## src/rtl/bin_window_3x3.sv

```systemverilog
// 3x3 binary neighbourhood builder for a 1-bit raster stream.
// Define BIN_WIN_COORD_EN to add the win_x/win_y centre-coordinate outputs.
module bin_window_3x3 #(
    parameter int IMG_W = 640,
    parameter int IMG_H = 480,
    parameter int XW    = 10,
    parameter int YW    = 9
) (
    input  logic          clk,
    input  logic          rst_n,
    input  logic          in_valid,
    input  logic          in_sof,
    input  logic          in_bit,
    output logic          win_valid,
    output logic [8:0]    win,
    output logic          frame_done,
    output logic          ovf_err
`ifdef BIN_WIN_COORD_EN
    ,
    output logic [XW-1:0] win_x,
    output logic [YW-1:0] win_y
`endif
);

    localparam logic [XW-1:0] X_LAST = XW'(IMG_W - 1);
    localparam logic [YW-1:0] Y_LAST = YW'(IMG_H - 1);
    localparam logic [XW-1:0] X_TWO  = XW'(2);
    localparam logic [YW-1:0] Y_TWO  = YW'(2);

    typedef enum logic [1:0] {
        IDLE,
        RUN,
        DONE
    } state_t;

    state_t        state;
    logic [XW-1:0] x;
    logic [YW-1:0] y;
    logic [XW-1:0] px;
    logic [YW-1:0] py;
    logic          acc;
    logic          emit;
    logic          end_line;
    logic          last_px;
    logic          up1;
    logic          up2;
    logic [2:0]    r0, r1, r2;
    logic [2:0]    n0, n1, n2;

    logic lb0 [IMG_W];
    logic lb1 [IMG_W];

    // in_sof always restarts the frame at (0,0), whatever state we are in
    always_comb begin
        acc      = in_valid && (in_sof || state == RUN);
        px       = in_sof ? '0 : x;
        py       = in_sof ? '0 : y;
        end_line = (px == X_LAST);
        last_px  = end_line && (py == Y_LAST);
        emit     = acc && (px >= X_TWO) && (py >= Y_TWO);
        up1      = lb0[px];
        up2      = lb1[px];
        n0       = {r0[1:0], up2};
        n1       = {r1[1:0], up1};
        n2       = {r2[1:0], in_bit};
    end

    // Line buffers are plain RAM: read-before-write, never reset
    always_ff @(posedge clk) begin
        if (acc) begin
            lb1[px] <= lb0[px];
            lb0[px] <= in_bit;
        end
    end

    always_ff @(posedge clk or negedge rst_n) begin
        if (!rst_n) begin
            state      <= IDLE;
            x          <= '0;
            y          <= '0;
            r0         <= '0;
            r1         <= '0;
            r2         <= '0;
            win_valid  <= 1'b0;
            win        <= '0;
            frame_done <= 1'b0;
            ovf_err    <= 1'b0;
`ifdef BIN_WIN_COORD_EN
            win_x      <= '0;
            win_y      <= '0;
`endif
        end else begin
            win_valid  <= emit;
            frame_done <= acc && last_px;
            ovf_err    <= in_valid && !in_sof && (state == DONE);
            if (acc) begin
                r0 <= n0;
                r1 <= n1;
                r2 <= n2;
                if (emit) begin
                    win <= {n0, n1, n2};
`ifdef BIN_WIN_COORD_EN
                    win_x <= px - XW'(1);
                    win_y <= py - YW'(1);
`endif
                end
                if (last_px) begin
                    state <= DONE;
                    x     <= '0;
                    y     <= '0;
                end else if (end_line) begin
                    state <= RUN;
                    x     <= '0;
                    y     <= py + YW'(1);
                end else begin
                    state <= RUN;
                    x     <= px + XW'(1);
                    y     <= py;
                end
            end
        end
    end

endmodule
```

## config.mk

```make
export PLATFORM = sky130hd
export DESIGN_NAME = bin_window_3x3
export DESIGN_NICKNAME = d
export VERILOG_FILES = /design/src/rtl/bin_window_3x3.sv
export SDC_FILE = /design/constraint.sdc
export NUM_CORES = 2
export LEC_CHECK = 0
export BUFFER_PORTS_ARGS = -buffer_cell sky130_fd_sc_hd__buf_4
export CAP_MARGIN = 40
export CORE_AREA = 2 2 334 303
export CTS_CLUSTER_DIAMETER = 40
export DETAILED_ROUTE_END_ITERATION = 16
export DIE_AREA = 0 0 336 305
export PLACE_DENSITY_LB_ADDON = 0.12
export SYNTH_ARGS = -nofsm -noshare
export SYNTH_HDL_FRONTEND = slang
export SYNTH_SLANG_ARGS = --single-unit
export TNS_END_PERCENT = 5
```

## constraint.sdc

```tcl
create_clock -name clk -period 30.3 [get_ports clk]
set_input_delay 6.06 -clock clk [delete_from_list [all_inputs] [get_ports clk]]
set_output_delay 6.06 -clock clk [all_outputs]
set_load 0.01 [all_outputs]
```

Word level (Yosys, flattened, before mapping). Memory sizes are Yosys's and may differ from the RTL's. Index checks and enable logic that the tools add are counted.

$lt $le $gt $ge: 2. Shifts and indexed selects: 0. Reductions and logical operators: 10. $add $sub $neg: 2. Multiply operators: 0. Bitwise gates (word level): 0. Mux-type cells: 9. Div/mod/pow operators: 0. Eq/ne operators: 4.

Operators with widths (count): $mux 10 (3); $mux 9 (3); $add 10x1->10 const B (1); $eq 10x10->1 const B (1); $ge 10x2->1 const B (1); $add 9x1->9 const B (1); $eq 9x9->1 const B (1); $ge 9x2->1 const B (1); $logic_and 1x1->1 (7); $eq 2x1->1 const B (1); $eq 2x2->1 const B (1); $mux 1 (2); $mux 2 (1); $reduce_and 2->1 (1); $logic_not 1->1 (1); $logic_or 1x1->1 (1).

Memory bits (read-only): 0. Latch bits: 0. Output and inout bits: 12. Logic and storage cells: 39. Memories: 2. Flip-flop bits (word level): 39. Input port bits: 5. Memory bits (writable): 1280.

Memory list: lb0 (depth 640, bits a word 1, rd ports 1, clocked after Yosys merged registers in 0, wr ports 1, RTL line 50) `logic lb0 [IMG_W];`; lb1 (depth 640, bits a word 1, rd ports 1, clocked after Yosys merged registers in 0, wr ports 1, RTL line 51) `logic lb1 [IMG_W];`.

Longest topological paths before layout.
Depth after elaboration: 6. Mapped depth: 17.

Least setup slack after synthesis. OpenSTA, ideal clock, no wires.

Kind: input port to flip-flop. Start: in in_sof. End: mem lb1[0], data pin. Stages on the path: 11. Slack: 4.604 ns. Data required time: 27.131 ns. Buffers on the path: 3. Arrival time: 22.527 ns. Library setup time: 3.169 ns. Cells stage by stage: nand2b_1 buf_2 or3_1 buf_2 buf_6 o221ai_1 nor3_1 a221oi_2 nor4_1 o32a_2 nor2_1.

Word-level cells in the longest chain between the ends: 2.

RTL lines: start: declaration (RTL line 12) `input logic in_sof,`; $mux 10 (RTL line 56) `px = in_sof ? '0 : x;`; $mem_v2 640x1; net up1 (RTL line 45) `logic up1;`; end: declaration (RTL line 51).

The timed path passes the listed nets, and every way through them passes these cells.

Final worst setup path.
Start: in in_sof. End: mem lb1[472], data pin.

The elaborated chain is that of the path after synthesis.

==> summary.txt <==
Global route
  • GRT overflow: 0
  • Total GRT Usage: 34.34%
  • Initial antenna violation count: 7
  • Largest net degree at the start of global routing: 252
  • Global-route wire length before repair: 249400 um
  • Vias in the first global route: 34890

Hold path
  • Hold Path Origin: r0[1]
  • Hold Crit Depth: 2
  • WHS Endpoint: win[8]
  • Worst min path class: flip-flop to flip-flop

Timing
  • Slew @ Worst Pin: 1.219 ns
  • Final setup fails: 0
  • Final setup margin: 17.81 ns
  • Unrepaired setup endpoints after global routing: false
  • Hold Fails Final Rpt: 0
  • Fmax: 80.08 MHz
  • Max transition margin: 18.70%
  • Hold Slack: 0.4645 ns
  • Max-slew violation count: 0
  • Setup TNS: 0 ns
  • Setup Skew: 0.04733 ns
  • Post-layout min period: 12.49 ns
  • Final period utilization: 41.22%

Synth
  • Synth cell types: 75
  • Synth top cells by count: edfxtp_1 (1280), nor2_1 (718), nand2_1 (232)
  • Number of synthesized flops with an enable pin: 1280
  • Main synth FF type: edfxtp_1
  • Gate Count Post-Synth: 3790
  • Most numerous cell in the Yosys netlist: edfxtp_1
  • Syn_nets: 3801
  • Cell accounting for the most synthesized area: edfxtp_1
  • Async S/R FF share, synth: 2.957%
  • Number of synthesis warnings: 0
  • Post-synthesis sequential area ratio: 71.69%
  • Yosys top cell area share: 69.92%
  • Largest cells by area after synthesis: edfxtp_1 (70%), nor2_1 (4.9%), mux4_2 (4.0%), mux2i_1 (3.7%), dfrtp_1 (1.8%)
  • Syn_area_per_cell: 14.51 um2
  • FF+latch count, synth: 1319
  • Synth Cell Area: 54970 um2

Clock tree
  • PostCTS Resize Cnt: 0
  • Post-CTS Setup Bufs: 0
  • H-tree Lvls: 4
  • Clk buf depth: 3
  • CTS root buf: clkbuf_16
  • TritonCTS buffer count: 160
  • CTS Sinks: 1319
  • Latest clock arrival within the worst-skew pair: 0.79 ns
  • Reg clk slew, reported paths: 0.06 ns
  • CTS tree: done
  • Cts hold-fix bufs: 0

Critical path
  • Crit Path Max Fanout: 251
  • CP Data Arrival Time: 13.03 ns
  • Critical path class: input port to flip-flop
  • R2r endpoint: lb1[472]
  • Worst setup SP type: input port
  • Worst-case reg-to-reg path depth: 15
  • R2R Path Start: x[0]
  • Worst R2R Setup Slack: 22.19 ns
  • Crit end category: flip-flop
  • Worst path required time: 30.84 ns

Floorplanning
  • Rows: 110
  • Starting density of the core: 55.40%
  • Die area: 102500 um2
  • Die Ht: 305 um
  • Width of the die: 336 um
  • Core ar.: 99230 um2
  • Boundary Pins: 17

Finish
  • Fillcell total: 7269
  • Fraction of layout cells with a size suffix above 1: 14.92%
  • Area delta synth->final: 13.13%
  • Nets: 3804

Detailed routing
  • Pre-Repair DR Iteration Count: 7
  • Final antenna-violating net count: 0
  • Drt initial violations: 6180
  • Routed WL: 175700 um
  • Vias: 36050
  • Wire per inst: 33.35 um
  • DRC Markers: 0
  • Vias per cell: 6.845

Run status
  • Outcome: complete, no violations

Placed design
  • DPL Wire Length: 103900 um
  • Placer Congestion: 0.9159
  • Port bufs: 16
  • Pre-CTS setup slack: 17.43 ns

Pwr
  • Worst ir drop on vdd: 0.05727 mV
  • Power Density: 72.91 nW/um2
  • Leakage power: 19.57 nW

Job
  • Maxcap violations: 0
## worst max-delay path, cell delays in order
cell and delay, ns:
buf_6 0.38, buf_4 0.53, nor2b_4 0.10, inv_6 0.44
buf_4 0.72, mux4_2 0.36, nand2_1 0.05, o21ai_0 0.09
nand2_1 0.09, a221oi_2 0.61, nor4_1 0.17, o32a_2 0.52
nor2_4 0.74, buf_12 0.69, buf_4 0.58, buf_16 0.31
## state kept, by name (all words and copies together), names as in the netlist, 2 cells and up
register,flops
r1,2
r2,2
lb1,640
r0,2
lb0,640
state,2
x,10
win,9
y,9
## where the power goes
group          switching, W  internal (W)
Sequential        0.0000146       0.00207
Combinational      0.000362      0.000137
Clock              0.000785       0.00116
## metrics by stage
step	area (um2)	total power, W	util (%)	instances
after CTS	62190	0.004528	62.67	5266
after global placement	56310	0.002596	56.74	4949
after detailed placement	56780	0.002607	57.22	4975
after global routing	62190	0.004633	62.67	5266
final	62190	0.004534	62.67	5267
after floorplan	54970	0.002468	-	3790
## kinds of logic (layout without fill, tap and decap cells)
kind of cell,after synthesis,after routing,share of synthesized area (%)
DFF,1319,1319,71.69
and+or+nand+nor,1168,1168,8.986
AOI/OAI and AO/OA,643,643,8.034
muxes,330,330,8.289
buffers and inverters,323,455,2.845
adders and majority gates,6,6,0.1366
xor gates and xnor gates,1,1,0.01593
other,0,1,0
## worst max-delay path by stage
stage / endpoint / cells past startpoint / startpoint
global route: lb1[488] / 16 / in_sof
CTS: lb1[472] / 16 / in_sof
detailed placement: lb1[80] / 15 / in_sof
global placement: lb1[472] / 15 / in_sof
floorplan: lb1[0] / 11 / in_sof
finish: lb1[472] / 16 / in_sof
## cell usage in the layout, fill, tap and decap left out, types with 9 or more instances in the layout
| cell | instances |
|---|---|
| edfxtp_1 | 1280 |
| nor2_1 | 714 |
| nand2_1 | 229 |
| mux2i_1 | 201 |
| clkbuf_16 | 165 |
| a21oi_1 | 157 |
| buf_4 | 117 |
| o21ai_0 | 106 |
| o221ai_1 | 104 |
| mux4_2 | 97 |
| nand3_1 | 45 |
| o22ai_1 | 36 |
| a221oi_1 | 36 |
| dfrtp_1 | 36 |
| o211ai_1 | 34 |
| mux2_2 | 32 |
| a211oi_1 | 30 |
| nor3_1 | 28 |
| inv_6 | 25 |
| nor3b_1 | 25 |
| a31oi_1 | 23 |
| clkinv_2 | 21 |
| nor2b_1 | 19 |
| clkinv_1 | 19 |
| nand4_1 | 18 |
| bufinv_16 | 18 |
| clkbuf_1 | 16 |
| a2111oi_0 | 15 |
| buf_8 | 14 |
| nand2b_1 | 13 |
| or3_1 | 13 |
| o31ai_1 | 13 |
| and2_1 | 10 |
| a22oi_1 | 10 |
| a221o_1 | 10 |
| clkinvlp_4 | 10 |
| and3_1 | 9 |
| a311oi_1 | 9 |
## layer usage
layer	up-vias	GRT usage, %	wire, um
met5	-	0	29
li1	14600	-	-
met4	4	14.68	8305
met1	18130	49.25	66150
met2	2797	49.17	76330
met3	515	10.10	24860
## cell type report
class | count | area [um2] | area share (%)
sequential | 1319 | 39420 | 63.39
multi-input combinational | 2148 | 14120 | 22.71
clock buffer | 182 | 4203 | 6.758
tap | 1344 | 1682 | 2.704
timing repair buffer | 151 | 1498 | 2.408
clock inverter | 109 | 1207 | 1.941
inverter | 13 | 53.80 | 0.08651
antenna | 1 | 2.502 | 0.004024
No activity file was read; power rests on OpenSTA's default activity.
